### config.mk
export PLATFORM = sky130hd
export DESIGN_NAME = sfm_streamer_tail_mask_flat
export DESIGN_NICKNAME = d
export VERILOG_FILES = /design/src/rtl/sfm_streamer_tail_mask_pkg.sv /design/src/rtl/sfm_streamer_tail_mask_if.sv /design/src/rtl/sfm_stream_reg_slice.sv /design/src/rtl/sfm_streamer_tail_mask.sv /design/src/flat_wrapper.sv
export SDC_FILE = /design/constraint.sdc
export NUM_CORES = 1
export LEC_CHECK = 0
export ABC_AREA = 0
export BUFFER_PORTS_ARGS = -buffer_cell sky130_fd_sc_hd__buf_2
export CORE_AREA = 2 2 139 141
export DETAILED_ROUTE_END_ITERATION = 10
export DIE_AREA = 0 0 141 143
export GPL_TIMING_DRIVEN = 1
export PLACE_DENSITY_LB_ADDON = 0.3
export SYNTH_ARGS = -nofsm -noshare
export SYNTH_HDL_FRONTEND = slang
export SYNTH_SLANG_ARGS = --single-unit
### constraint.sdc
create_clock -name clk_i -period 3.9 [get_ports clk_i]
set_clock_uncertainty 0.15 [all_clocks]
set_input_delay 0.585 -clock clk_i [delete_from_list [all_inputs] [get_ports clk_i]]
set_output_delay 0.585 -clock clk_i [all_outputs]
set_load 0.005 [all_outputs]
### src/rtl/sfm_streamer_tail_mask_pkg.sv
// rtl/sfm_streamer_tail_mask_pkg.sv - softmax streamer types, constants and tail-mask helper
package sfm_streamer_tail_mask_pkg;

    // bf16 negative infinity: neutral element for max-reduction
    localparam logic [15:0] SFM_BF16_NEG_INF = 16'hFF80;

    // Upper bounds the mask helper is sized for (DW up to 512, EW up to 64)
    localparam int unsigned SFM_MAX_BW = 64;
    localparam int unsigned SFM_MAX_EB = 8;

    // Address generator fields the tail mask consumes
    typedef struct packed {
        logic [31:0] d0_len;   // job length in bytes
        logic [31:0] tot_len;  // job length in beats
    } hci_addressgen_ctrl_t;

    typedef struct packed {
        hci_addressgen_ctrl_t addressgen_ctrl;
    } hci_streamer_ctrl_t;

    // One bit per element: set when every byte of the element is strobed and,
    // on the final beat of a job with a byte leftover, the element lies fully
    // inside the leftover. A partially covered element is treated as invalid.
    function automatic logic [SFM_MAX_BW-1:0] sfm_elem_valid_mask(
        input logic [SFM_MAX_BW-1:0] strb,
        input int unsigned           lftovr,
        input logic                  is_final,
        input int unsigned           bw,
        input int unsigned           eb
    );
        logic [SFM_MAX_BW-1:0] mask;
        int unsigned           valid_bytes;
        mask        = '0;
        valid_bytes = (is_final && (lftovr != 0)) ? lftovr : bw;
        for (int unsigned e = 0; e < SFM_MAX_BW; e++) begin
            if (((e + 1) * eb) <= valid_bytes) begin
                mask[e] = 1'b1;
                for (int unsigned b = 0; b < SFM_MAX_EB; b++) begin
                    if ((b < eb) && !strb[e * eb + b]) begin
                        mask[e] = 1'b0;
                    end
                end
            end
        end
        return mask;
    endfunction

endpackage

### src/rtl/sfm_streamer_tail_mask_if.sv
// rtl/sfm_streamer_tail_mask_if.sv - valid/ready data stream with byte strobes
interface sfm_streamer_tail_mask_if #(
    parameter int unsigned DW = 128
) ();
    localparam int unsigned BW = DW / 8;

    logic          valid;
    logic          ready;
    logic [DW-1:0] data;
    logic [BW-1:0] strb;

    modport master (
        output valid,
        output data,
        output strb,
        input  ready
    );

    modport slave (
        input  valid,
        input  data,
        input  strb,
        output ready
    );
endinterface

### src/rtl/sfm_stream_reg_slice.sv
// rtl/sfm_stream_reg_slice.sv - one-entry full-throughput stream register slice
module sfm_stream_reg_slice #(
    parameter int unsigned DW = 128,
    parameter int unsigned BW = DW / 8
) (
    input  logic          clk_i,
    input  logic          rst_ni,
    input  logic          clear_i,
    input  logic          in_valid_i,
    output logic          in_ready_o,
    input  logic [DW-1:0] in_data_i,
    input  logic [BW-1:0] in_strb_i,
    input  logic          in_side_i,
    output logic          out_valid_o,
    input  logic          out_ready_i,
    output logic [DW-1:0] out_data_o,
    output logic [BW-1:0] out_strb_o,
    output logic          out_side_o
);
    logic          valid_q, valid_d;
    logic [DW-1:0] data_q, data_d;
    logic [BW-1:0] strb_q, strb_d;
    logic          side_q, side_d;

    // Accept whenever the slot is empty or is being drained this cycle
    assign in_ready_o = ~valid_q | out_ready_i;

    // Next state: clear wins, then load (replaces a draining beat), then drain
    always_comb begin
        valid_d = valid_q;
        data_d  = data_q;
        strb_d  = strb_q;
        side_d  = side_q;
        if (clear_i) begin
            valid_d = 1'b0;
            data_d  = '0;
            strb_d  = '0;
            side_d  = 1'b0;
        end else if (in_valid_i && in_ready_o) begin
            valid_d = 1'b1;
            data_d  = in_data_i;
            strb_d  = in_strb_i;
            side_d  = in_side_i;
        end else if (valid_q && out_ready_i) begin
            valid_d = 1'b0;
        end
    end

    // Slot register
    always_ff @(posedge clk_i or negedge rst_ni) begin
        if (!rst_ni) begin
            valid_q <= 1'b0;
            data_q  <= '0;
            strb_q  <= '0;
            side_q  <= 1'b0;
        end else begin
            valid_q <= valid_d;
            data_q  <= data_d;
            strb_q  <= strb_d;
            side_q  <= side_d;
        end
    end

    assign out_valid_o = valid_q;
    assign out_data_o  = data_q;
    assign out_strb_o  = strb_q;
    assign out_side_o  = side_q;
endmodule

### src/rtl/sfm_streamer_tail_mask.sv
// rtl/sfm_streamer_tail_mask.sv - load-side tail mask: fills invalid trailing elements
module sfm_streamer_tail_mask
    import sfm_streamer_tail_mask_pkg::*;
#(
    parameter int unsigned    DW   = 128,
    parameter int unsigned    EW   = 16,
    parameter logic [EW-1:0]  FILL = SFM_BF16_NEG_INF
) (
    input  logic                      clk_i,
    input  logic                      rst_ni,
    input  logic                      clear_i,
    input  hci_streamer_ctrl_t        stream_ctrl_i,
    sfm_streamer_tail_mask_if.slave   stream_i,
    sfm_streamer_tail_mask_if.master  stream_o,
    output logic                      last_o,
    output logic                      done_o
);
    localparam int unsigned BW = DW / 8;
    localparam int unsigned NE = DW / EW;
    localparam int unsigned EB = EW / 8;
    localparam int unsigned LW = $clog2(BW);

    logic [31:0]   cnt_q, cnt_d;
    logic [31:0]   tot_len;
    logic [LW-1:0] lftovr;
    logic          is_final;
    logic          in_ready;
    logic          in_hs;
    logic [NE-1:0] elem_valid;
    logic [DW-1:0] masked_data;
    logic          out_valid;
    logic [DW-1:0] out_data;
    logic [BW-1:0] out_strb;
    logic          out_last;

    // Byte leftover of the job within the last beat; zero means a whole beat
    assign lftovr   = LW'(stream_ctrl_i.addressgen_ctrl.d0_len & 32'(BW - 1));
    assign tot_len  = stream_ctrl_i.addressgen_ctrl.tot_len;
    assign is_final = (cnt_q == (tot_len - 32'd1));
    assign in_hs    = stream_i.valid & in_ready;

    // Beat counter: wraps after the final beat so consecutive jobs need no clear
    always_comb begin
        cnt_d = cnt_q;
        if (clear_i) begin
            cnt_d = '0;
        end else if (in_hs) begin
            cnt_d = is_final ? 32'd0 : (cnt_q + 32'd1);
        end
    end

    // Counter register
    always_ff @(posedge clk_i or negedge rst_ni) begin
        if (!rst_ni) begin
            cnt_q <= '0;
        end else begin
            cnt_q <= cnt_d;
        end
    end

    // Replace every invalid element lane of the incoming beat with FILL
    always_comb begin
        masked_data = '0;
        elem_valid  = NE'(sfm_elem_valid_mask(SFM_MAX_BW'(stream_i.strb), 32'(lftovr),
                                              is_final, BW, EB));
        for (int unsigned e = 0; e < NE; e++) begin
            masked_data[e*EW +: EW] = elem_valid[e] ? stream_i.data[e*EW +: EW] : FILL;
        end
    end

    // Every output lane carries a defined value, so the output strobe is all ones
    sfm_stream_reg_slice #(
        .DW (DW),
        .BW (BW)
    ) i_out_slice (
        .clk_i       (clk_i),
        .rst_ni      (rst_ni),
        .clear_i     (clear_i),
        .in_valid_i  (stream_i.valid),
        .in_ready_o  (in_ready),
        .in_data_i   (masked_data),
        .in_strb_i   ({BW{1'b1}}),
        .in_side_i   (is_final),
        .out_valid_o (out_valid),
        .out_ready_i (stream_o.ready),
        .out_data_o  (out_data),
        .out_strb_o  (out_strb),
        .out_side_o  (out_last)
    );

    assign stream_i.ready = in_ready;
    assign stream_o.valid = out_valid;
    assign stream_o.data  = out_data;
    assign stream_o.strb  = out_strb;
    assign last_o         = out_last;
    assign done_o         = out_valid & stream_o.ready & out_last;
endmodule

### src/flat_wrapper.sv
// flat-port wrapper written by rule: the top's interface ports become plain ports
module sfm_streamer_tail_mask_flat import sfm_streamer_tail_mask_pkg::*;
#(
    parameter int unsigned    DW   = 128,
    parameter int unsigned    EW   = 16,
    parameter logic [EW-1:0]  FILL = SFM_BF16_NEG_INF
)
  (clk_i, rst_ni, clear_i, stream_ctrl_i, last_o, done_o, stream_i_valid, stream_i_data, stream_i_strb, stream_i_ready, stream_o_valid, stream_o_data, stream_o_strb, stream_o_ready);
  sfm_streamer_tail_mask_if #(.DW(DW)) stream_i_i ();
  sfm_streamer_tail_mask_if #(.DW(DW)) stream_o_i ();
  input  logic clk_i;
  input  logic rst_ni;
  input  logic clear_i;
  input  hci_streamer_ctrl_t stream_ctrl_i;
  output logic last_o;
  output logic done_o;
  input wire logic [$bits(stream_i_i.valid)-1:0] stream_i_valid;
  input wire logic [$bits(stream_i_i.data)-1:0] stream_i_data;
  input wire logic [$bits(stream_i_i.strb)-1:0] stream_i_strb;
  output wire logic [$bits(stream_i_i.ready)-1:0] stream_i_ready;
  output wire logic [$bits(stream_o_i.valid)-1:0] stream_o_valid;
  output wire logic [$bits(stream_o_i.data)-1:0] stream_o_data;
  output wire logic [$bits(stream_o_i.strb)-1:0] stream_o_strb;
  input wire logic [$bits(stream_o_i.ready)-1:0] stream_o_ready;
  assign stream_i_i.valid = stream_i_valid;
  assign stream_i_i.data = stream_i_data;
  assign stream_i_i.strb = stream_i_strb;
  assign stream_i_ready = stream_i_i.ready;
  assign stream_o_valid = stream_o_i.valid;
  assign stream_o_data = stream_o_i.data;
  assign stream_o_strb = stream_o_i.strb;
  assign stream_o_i.ready = stream_o_ready;
  sfm_streamer_tail_mask #(.DW(DW), .EW(EW), .FILL(FILL)) u_core (.clk_i(clk_i), .rst_ni(rst_ni), .clear_i(clear_i), .stream_ctrl_i(stream_ctrl_i), .stream_i(stream_i_i), .stream_o(stream_o_i), .last_o(last_o), .done_o(done_o));
endmodule
==> flow_metrics.env, run 1 <==
export IMPL_area_delta_synth_final_pct=29.26
export IMPL_core_rowCount=50
export IMPL_worstPathCellList="buf_2, or4_4, or4_1, or4_1, a2111oi_2, and4_1, nand4_4, buf_4, or2_2, a211oi_1"
export IMPL_grtUsageTotal_pct=28.90
export IMPL_slowest_delay_ps=530
export IMPL_tritoncts="yes"
export IMPL_rsz0062_at_grt="no"
export IMPL_die_w_microns=141
export IMPL_synth_distinct_cells=62
export IMPL_final_cells=1609
export IMPL_hpwl_mm=21.97
export IMPL_vias=9190
export IMPL_fin_crit_ps=3664
export IMPL_rr_startpoint="u_core.cnt_q[8]"
export IMPL_stdcell_area_sq_um=11710
export IMPL_finalNetCount=1576
export IMPL_root_buffer="clkbuf_16"
export IMPL_worst_r2r_endpoint="u_core.i_out_slice.out_data_o[15]"
export IMPL_grt_pass1_wl_mm=45.91
export IMPL_status="completed"
export IMPL_cts_sinks=163
export IMPL_syn_nets=1254
export IMPL_grt_pass1_vias=8857
export IMPL_slew_headroom_pct=42.49
export IMPL_worst_pin_slew_ps=862.6
export IMPL_timing_critical_path_to="u_core.i_out_slice.out_data_o[15]"
export IMPL_fillCellCount=1623
export IMPL_ir_worst_vdd_uv=286.4
export IMPL_worst_hold_slack_ps=99.50
export IMPL_cp_slowest_cell="or4_4"
export IMPL_postRouteAntennaNets=0
export IMPL_hold_class="primary input to asynchronous set/reset pin"
export IMPL_dp_cells=1576
export IMPL_critPathArrivalTime_ps=3840
export IMPL_core_sq_um=18580
export IMPL_power_leakage_nw=5.430
export IMPL_die_area_sq_um=20160
export IMPL_synthArstFlopShare_pct=100.0
export IMPL_ys_seq_area_share_pct=45.04
export IMPL_htree_num_levels=4
export IMPL_synth_ff_type="dfrtp_1"
export IMPL_drt_iter0_drc=584
export IMPL_synth_edf_count=0
export IMPL_layout_drive_gt1_share_pct=34.74
export IMPL_finalSetupViolCount=0
export IMPL_r2r_cells=9
export IMPL_grt_antenna_before_repair=4
export IMPL_drc=0
export IMPL_cap_violations=0
export IMPL_multiInputGateArea_sq_um=4527
export IMPL_wl_per_cell_microns=18.35
export IMPL_io_pins=361
export IMPL_syn_inst=1039
export IMPL_hold_buffers=0
export IMPL_cts_reportedPaths_clkPinSlew_ps=70
export IMPL_reg2reg_slack_ps=490
export IMPL_finalCritPeriodShare_pct=93.95
export IMPL_postCtsSetupRepairBufs=0
export IMPL_fmax_mhz=272.9
export IMPL_drt_first_pass_iters=5
export IMPL_cp_max_fo=9
export IMPL_synth_area_sq_um=9056
export IMPL_finalHoldViolCount=0
export IMPL_setup_ws_ps=235.8
export IMPL_yosysWarnings=0
export IMPL_end_kind="register"
export IMPL_final_common_cell="buf_2"
export IMPL_regArea_sq_um=4079
export IMPL_routed_wl_mm=29.52
export IMPL_post_place_ws_ps=-287.9
export IMPL_grt_overflow_total=0
export IMPL_crit_top_cell="or4_1"
export IMPL_path_class="primary input to register"
export IMPL_grt_max_degree=92
export IMPL_die_y_microns=143
export IMPL_initial_core_util_pct=48.74
export IMPL_final_core_util_pct=63.00
export IMPL_io_buffers=332
export IMPL_syn_area_per_cell_sq_um=8.716
export IMPL_layout_common_cells="330 x buf_2, 163 x dfrtp_1, 116 x nor2_1"
export IMPL_cts_path_max_buffers=2
export IMPL_critPathRequiredTime_ps=4070
export IMPL_placed_cell_area_sq_um=11130
export IMPL_cp_startpoint="stream_ctrl_i[11]"
export IMPL_place_gp_congestion=0.9334
export IMPL_cellPowerDensity_nw_per_um2=343.4
export IMPL_via_per_inst=5.712
export IMPL_ys_ff_latch=163
export IMPL_start_kind="primary input"
export IMPL_clk_latency_ps=420
export IMPL_final_max_slew_viol_count=0
export IMPL_cts_made_buffers=17
## power by group
group | switching (mW) | leakage, nW | internal, mW
registers | 0.0452 | 2.18 | 1.77
clock network | 0.719 | 0.265 | 0.888
logic | 0.355 | 2.99 | 0.246
total | 1.12 | 5.43 | 2.90
## worst max-delay path, delay by kind of cell
family | cells | cell delay (ps)
AOI/OAI and AO/OA | 2 | 580
buffers and inverters | 2 | 310
and+or+nand+nor | 6 | 2360
## cells in the mapped netlist, types with 5 or more instances
| library cell | instances | area share, % |
|---|---|---|
| inv_1 | 9 | 0.37 |
| nand2_1 | 92 | 3.8 |
| nor4b_1 | 11 | 1.1 |
| nor2b_1 | 7 | 0.48 |
| nor4_1 | 24 | 1.7 |
| and3_1 | 13 | 0.90 |
| or4_1 | 11 | 0.91 |
| o21ai_0 | 96 | 5.3 |
| nand4_1 | 19 | 1.3 |
| nand2b_1 | 19 | 1.3 |
| a21oi_1 | 7 | 0.39 |
| nor3_1 | 88 | 4.9 |
| buf_2 | 8 | 0.44 |
| clkbuf_1 | 70 | 2.9 |
| xnor2_1 | 23 | 2.2 |
| nand3_1 | 66 | 3.6 |
| a211oi_1 | 59 | 4.9 |
| a31oi_1 | 5 | 0.35 |
| buf_4 | 16 | 1.3 |
| and2_1 | 9 | 0.62 |
| a211oi_2 | 22 | 3.0 |
| nor2_1 | 118 | 4.9 |
| xor2_1 | 23 | 2.2 |
| dfrtp_1 | 163 | 45 |
## per-layer routing
layer	wire, microns	GRT usage, %
met5	27	0
met1	11690	35.38
met2	14750	48.93
met3	1806	6.405
met4	1248	13.53
## worst min path at each step
stage | start | to | slack [ps] | depth (start not counted)
global route | rst_ni | u_core.i_out_slice.out_data_o[99] | 160 | 1
floorplan | rst_ni | u_core.cnt_q[0] | 140 | 0
CTS | rst_ni | u_core.i_out_slice.out_data_o[100] | 130 | 1
finish | rst_ni | u_core.i_out_slice.out_data_o[100] | 100 | 1
global placement | u_core.i_out_slice.out_data_o[86] | u_core.i_out_slice.out_data_o[86] | 310 | 2
detailed placement | u_core.i_out_slice.out_data_o[70] | u_core.i_out_slice.out_data_o[70] | 310 | 2
## kinds of logic (layout without fill, tap and decap cells)
family / count (synthesis) / after routing / synth area share (%)
and+or+nand+nor: 501 / 501 / 27.81
muxes: 3 / 3 / 0.3454
AOI/OAI and AO/OA: 215 / 215 / 16.54
xor gates and xnor gates: 46 / 46 / 4.449
adders and majority gates: 2 / 2 / 0.2763
buffers and inverters: 109 / 443 / 5.540
DFF: 163 / 163 / 45.04
other: 0 / 2 / 0
## timing repair
item / 4_1_cts / 5_1_grt
setup endpoints to repair: 0 / 43
gates resized for setup: 0 / 5
hold endpoints to repair: 0 / 0
## registers in the layout (all words and copies together), names as in the netlist
register,cells
u_core.cnt_q,32
u_core.i_out_slice.out_data_o,128
u_core.i_out_slice.out_side_o,1
u_core.i_out_slice.out_strb_o,1
u_core.i_out_slice.out_valid_o,1
## metrics by stage
step	TNS (ps)	total power [mW]
final	0	4.019
after global routing	0	4.171
after CTS	0	4.043
after detailed placement	-22740	2.441
after floorplan	-1162	2.113
after global placement	-15820	2.429
## layout make-up
type / count / area share (%)
Clock inverter: 13 / 1.058
Clock buffer: 18 / 3.666
Antenna cell: 2 / 0.04275
Timing Repair Buffer: 403 / 18.93
Multi-Input combinational cell: 767 / 38.67
Inverter: 9 / 0.2886
Sequential cell: 163 / 34.84
Tap cell: 234 / 2.501
No activity file was read; power rests on OpenSTA's default activity.
==> run 2: changes to the inputs <==
CORE_AREA = 2 2 196 102   (was 2 2 139 141)
DIE_AREA = 0 0 198 104   (was 0 0 141 143)
PLACE_DENSITY = 0.85   (was unset)
PLACE_DENSITY_LB_ADDON = unset   (was 0.3)
==> run 2 against run 1 <==
Against the previous run:
- critical path depth did not move
- largest power group unchanged
- register-to-register slack lost 70 ps
- critical endpoint is now u_core.i_out_slice.out_data_o[40]
- non-clock buffer count is 3 lower
- flip-flop and latch count unchanged
- hold slack worse by 51 ps
- sequential power about the same
- maximum frequency decreased by 2.7%
- die area increased by 2.1%
- routed wire length grew 1.3%
- global-route usage fell by 0.093 points
==> flow_metrics.env, run 2 (synthesis gave the netlist of run 1 again) <==
export IMPL_area_delta_synth_final_pct=29.51
export IMPL_grt_pass1_vias=8751
export IMPL_htree_num_levels=4
export IMPL_multiInputGateArea_sq_um=4507
export IMPL_die_w_microns=198
export IMPL_finalSetupViolCount=0
export IMPL_cellPowerDensity_nw_per_um2=346.5
export IMPL_crit_top_cell="or4_1"
export IMPL_drt_iter0_drc=1035
export IMPL_grtUsageTotal_pct=28.81
export IMPL_critPathArrivalTime_ps=3930
export IMPL_p_total_mw=4.065
export IMPL_io_pins=361
export IMPL_largest_register_ffs=128
export IMPL_die_area_sq_um=20590
export IMPL_worst_pin_slew_ps=847.2
export IMPL_core_sq_um=18960
export IMPL_cap_violations=0
export IMPL_routed_wl_mm=29.90
export IMPL_cp_num_buf_inv=2
export IMPL_slowest_delay_ps=590
export IMPL_finalCritPeriodShare_pct=96.55
export IMPL_ir_worst_vdd_uv=278.3
export IMPL_wl_per_cell_microns=18.22
export IMPL_path_class="primary input to register"
export IMPL_fin_crit_ps=3766
export IMPL_cp_slowest_cell="or4_1"
export IMPL_stdcell_area_sq_um=11730
export IMPL_drc=0
export IMPL_cts_sinks=163
export IMPL_final_max_slew_viol_count=0
export IMPL_placed_cell_area_sq_um=11130
export IMPL_final_cells=1641
export IMPL_end_kind="register"
export IMPL_power_leakage_nw=5.426
export IMPL_cts_reportedPaths_clkPinSlew_ps=80
export IMPL_rr_startpoint="u_core.cnt_q[8]"
export IMPL_fmax_mhz=265.6
export IMPL_start_kind="primary input"
export IMPL_worst_hold_slack_ps=48.25
export IMPL_status="completed"
export IMPL_postCtsSetupRepairBufs=0
export IMPL_final_common_cell="buf_2"
export IMPL_cts_made_buffers=17
export IMPL_tritoncts="yes"
export IMPL_rsz0062_at_grt="no"
export IMPL_clk_latency_ps=430
export IMPL_cp_max_fo=11
export IMPL_drt_first_pass_iters=8
export IMPL_layout_drive_gt1_share_pct=34.35
export IMPL_cpLargestDelayFamily="simple AND/OR/NAND/NOR gates"
export IMPL_initial_core_util_pct=47.76
export IMPL_hpwl_mm=22.40
export IMPL_r2r_cells=9
export IMPL_dp_cells=1605
export IMPL_hold_buffers=0
export IMPL_layout_common_cells="330 x buf_2, 163 x dfrtp_1, 116 x nor2_1"
export IMPL_finalHoldViolCount=0
export IMPL_cp_depth=10
export IMPL_slew_headroom_pct=43.52
export IMPL_cts_path_max_buffers=2
export IMPL_worst_r2r_endpoint="u_core.i_out_slice.out_data_o[40]"
export IMPL_via_per_inst=5.757
export IMPL_grt_antenna_before_repair=3
export IMPL_place_gp_congestion=0.9362
export IMPL_finalNetCount=1573
export IMPL_regArea_sq_um=4079
export IMPL_io_buffers=332
export IMPL_vias=9448
export IMPL_hold_class="primary input to asynchronous set/reset pin"
export IMPL_final_core_util_pct=61.85
export IMPL_root_buffer="clkbuf_16"
export IMPL_reg2reg_slack_ps=420
export IMPL_die_y_microns=104
export IMPL_fillCellCount=1606
export IMPL_worstPathCellList="buf_2, or4_4, or4_1, or4_1, a2111oi_0, and4_1, nand4_4, buf_4, nand2b_1, a211oi_1"
export IMPL_core_rowCount=36
export IMPL_grt_overflow_total=0
export IMPL_grt_pass1_wl_mm=46.92
export IMPL_postRouteAntennaNets=0
export IMPL_critPathRequiredTime_ps=4070
export IMPL_post_cts_resized=0
export IMPL_grt_max_degree=92
run 2: layout make-up:
cell class	instances	area share, %
Timing Repair Buffer	400	18.59
Clock inverter	14	1.333
Clock buffer	18	3.659
Sequential cell	163	34.78
Inverter	9	0.2880
Tap cell	266	2.838
Multi-Input combinational cell	767	38.43
Antenna cell	4	0.08534
run 2: stage by stage:
step | TNS, ps | worst slack, ps
2_1_floorplan | -1162 | -71.07
3_3_place_gp | -9961 | -169.9
3_5_place_dp | -12970 | -204.6
4_1_cts | 0 | 215.3
5_1_grt | 0 | 26.33
6_report | 0 | 134.4
run 2: report_power, final:
part	total [mW]	internal, mW	switching [mW]
logic	0.588	0.241	0.347
registers	1.81	1.77	0.0452
clock network	1.67	0.860	0.805
run 2: per-layer routing:
layer	vias up	GRT usage, %	share of wire [%]	routed length (microns)
met5	-	0	0.043	13
met4	2	7.035	2.1	641
met3	55	6.907	9.6	2863
met2	487	43.08	44	13170
met1	4529	42.06	44	13210
li1	4375	-	-	-
run 2: worst max path at each step:
stage / startpoint / endpoint / slack, ps
after floorplan: stream_ctrl_i[3] / u_core.i_out_slice.out_data_o[31] / -70
after global placement: stream_ctrl_i[11] / u_core.i_out_slice.out_data_o[111] / -170
after detailed placement: stream_ctrl_i[11] / u_core.i_out_slice.out_data_o[40] / -200
after CTS: stream_ctrl_i[11] / u_core.i_out_slice.out_data_o[108] / 220
after global routing: stream_ctrl_i[11] / u_core.cnt_q[12] / 30
final: stream_ctrl_i[11] / u_core.i_out_slice.out_data_o[40] / 130
==> run 3: changes to the inputs <==
BUFFER_PORTS_ARGS = -buffer_cell sky130_fd_sc_hd__buf_4   (was -buffer_cell sky130_fd_sc_hd__buf_2)
CORE_AREA = 2 2 216 112   (was 2 2 196 102)
DIE_AREA = 0 0 218 114   (was 0 0 198 104)
PLACE_DENSITY = 0.73   (was 0.85)
==> run 3 against run 2 <==
Against the previous run:
- power is 2.9% higher
- flip-flop and latch count stayed put
- hold slack better by 69 ps
- combinational power is 18% higher
- setup slack worse by 2.6 ps
- via count is 3.5% lower
- core utilization is 7.6 points lower
- critical path type unchanged
==> flow_metrics.env, run 3 (synthesis gave the netlist of run 1 again) <==
export IMPL_status="completed"
export IMPL_end_kind="register"
export IMPL_grt_overflow_total=0
export IMPL_die_w_microns=218
export IMPL_critPathArrivalTime_ps=3950
export IMPL_post_place_ws_ps=-366.9
export IMPL_io_pins=361
export IMPL_initial_core_util_pct=39.00
export IMPL_hold_class="primary input to asynchronous set/reset pin"
export IMPL_placed_cell_area_sq_um=11990
export IMPL_fillCellCount=2178
export IMPL_core_sq_um=23220
export IMPL_dp_cells=1647
export IMPL_cts_made_buffers=17
export IMPL_vias=9122
export IMPL_start_kind="primary input"
export IMPL_htree_num_levels=4
export IMPL_drc=0
export IMPL_hold_buffers=0
export IMPL_layout_common_cells="390 x buf_4, 163 x dfrtp_1, 116 x nor2_1"
export IMPL_cts_reportedPaths_clkPinSlew_ps=70
export IMPL_drt_iter0_drc=718
export IMPL_root_buffer="clkbuf_16"
export IMPL_routed_wl_mm=31.51
export IMPL_final_max_slew_viol_count=0
export IMPL_cp_slowest_cell="or4_4"
export IMPL_largest_register_ffs=128
export IMPL_cellPowerDensity_nw_per_um2=331.6
export IMPL_cp_num_buf_inv=1
export IMPL_stdcell_area_sq_um=12610
export IMPL_fmax_mhz=265.4
export IMPL_wl_per_cell_microns=18.73
export IMPL_cap_violations=0
export IMPL_clk_latency_ps=420
export IMPL_reg2reg_slack_ps=490
export IMPL_final_common_cell="buf_4"
export IMPL_worstPathCellList="buf_4, or4_4, or4_1, or4_1, a2111oi_2, and4_1, nand4_4, or4_4, a211oi_2"
export IMPL_cts_path_max_buffers=2
export IMPL_cp_max_fo=9
export IMPL_grt_antenna_before_repair=3
export IMPL_fin_crit_ps=3768
export IMPL_area_delta_synth_final_pct=39.21
export IMPL_path_class="primary input to register"
export IMPL_ir_worst_vdd_uv=263.6
export IMPL_cts_sinks=163
export IMPL_grt_pass1_wl_mm=49.10
export IMPL_drt_first_pass_iters=5
export IMPL_final_core_util_pct=54.29
export IMPL_slew_headroom_pct=25.27
export IMPL_hpwl_mm=23.99
export IMPL_cp_startpoint="stream_ctrl_i[11]"
export IMPL_core_rowCount=40
export IMPL_finalSetupTns_ps=0
export IMPL_grt_max_degree=107
export IMPL_die_y_microns=114
export IMPL_finalNetCount=1567
export IMPL_die_area_sq_um=24850
export IMPL_rr_startpoint="u_core.cnt_q[8]"
export IMPL_tritoncts="yes"
export IMPL_slowest_delay_ps=600
export IMPL_finalCritPeriodShare_pct=96.62
export IMPL_via_per_inst=5.423
export IMPL_cpLargestDelayFamily="simple AND/OR/NAND/NOR gates"
export IMPL_layout_drive_gt1_share_pct=34.38
export IMPL_postRouteAntennaNets=0
export IMPL_power_leakage_nw=5.611
export IMPL_critPathRequiredTime_ps=4080
export IMPL_setup_ws_ps=131.8
export IMPL_p_total_mw=4.181
export IMPL_finalSetupViolCount=0
export IMPL_place_gp_congestion=0.9041
export IMPL_grt_pass1_vias=8732
export IMPL_grtUsageTotal_pct=25.54
export IMPL_final_cells=1682
export IMPL_io_buffers=332
export IMPL_worst_pin_slew_ps=1112
export IMPL_worst_hold_slack_ps=117.2
export IMPL_finalHoldViolCount=0
[run 3: cell count changes in the layout (fill, tap and decap cells not counted), moves of 3 or more]
cell / previous run / this run
inv_6: 2 / 5
buf_4: 69 / 390
clkinv_2: 0 / 4
clkinv_8: 3 / 0
buf_2: 330 / 0
inv_8: 5 / 1
[run 3: cell type report]
type                            count  area [sq um]  share of cell area (%)
Inverter                            9         33.78                  0.2680
Timing Repair Buffer              394          2990                   23.72
Clock buffer                       17         425.4                   3.374
Sequential cell                   163          4079                   32.35
Antenna cell                        3         7.507                 0.05955
Multi-Input combinational cell    767          4526                   35.90
Tap cell                          315         394.1                   3.126
Clock inverter                     14         151.4                   1.201
[run 3: worst reg2reg max path: cells and delay by family (launching register included)]
kind                      cells  cell delay (ps)
xor gates and xnor gates      1              210
AOI/OAI and AO/OA             3              880
and+or+nand+nor               4             1650
DFF                           1              440
[run 3: path summary, 6_finish.rpt]
path | end | cells after the start
min in group clk_i | u_core.i_out_slice.out_data_o[83] | 3
min reg2reg | u_core.i_out_slice.out_data_o[118] | 2
max | u_core.i_out_slice.out_data_o[31] | 9
max reg2reg | u_core.i_out_slice.out_data_o[31] | 8
min | u_core.i_out_slice.out_data_o[124] | 1
max in group asynchronous | u_core.i_out_slice.out_data_o[32] | 2
[run 3: routing by layer]
layer	track usage, %	vias up	wire length [microns]
li1	-	4358	-
met1	35.66	4382	14020
met2	37.25	344	13740
met3	7.733	38	2762
met4	9.660	0	986
met5	0	-	0
[run 3: report_power, final]
part | switching [mW] | total [mW] | leakage [nW] | internal, mW
combinational | 0.352 | 0.691 | 3.15 | 0.339
sequential | 0.0492 | 1.82 | 2.18 | 1.77
clock | 0.724 | 1.67 | 0.286 | 0.950
total | 1.13 | 4.18 | 5.61 | 3.06
[run 3: what timing repair did]
item | 4_1_cts | 5_1_grt
setup buffers | 0 | 1
setup endpoints to repair | 0 | 67
resized for setup | 0 | 6
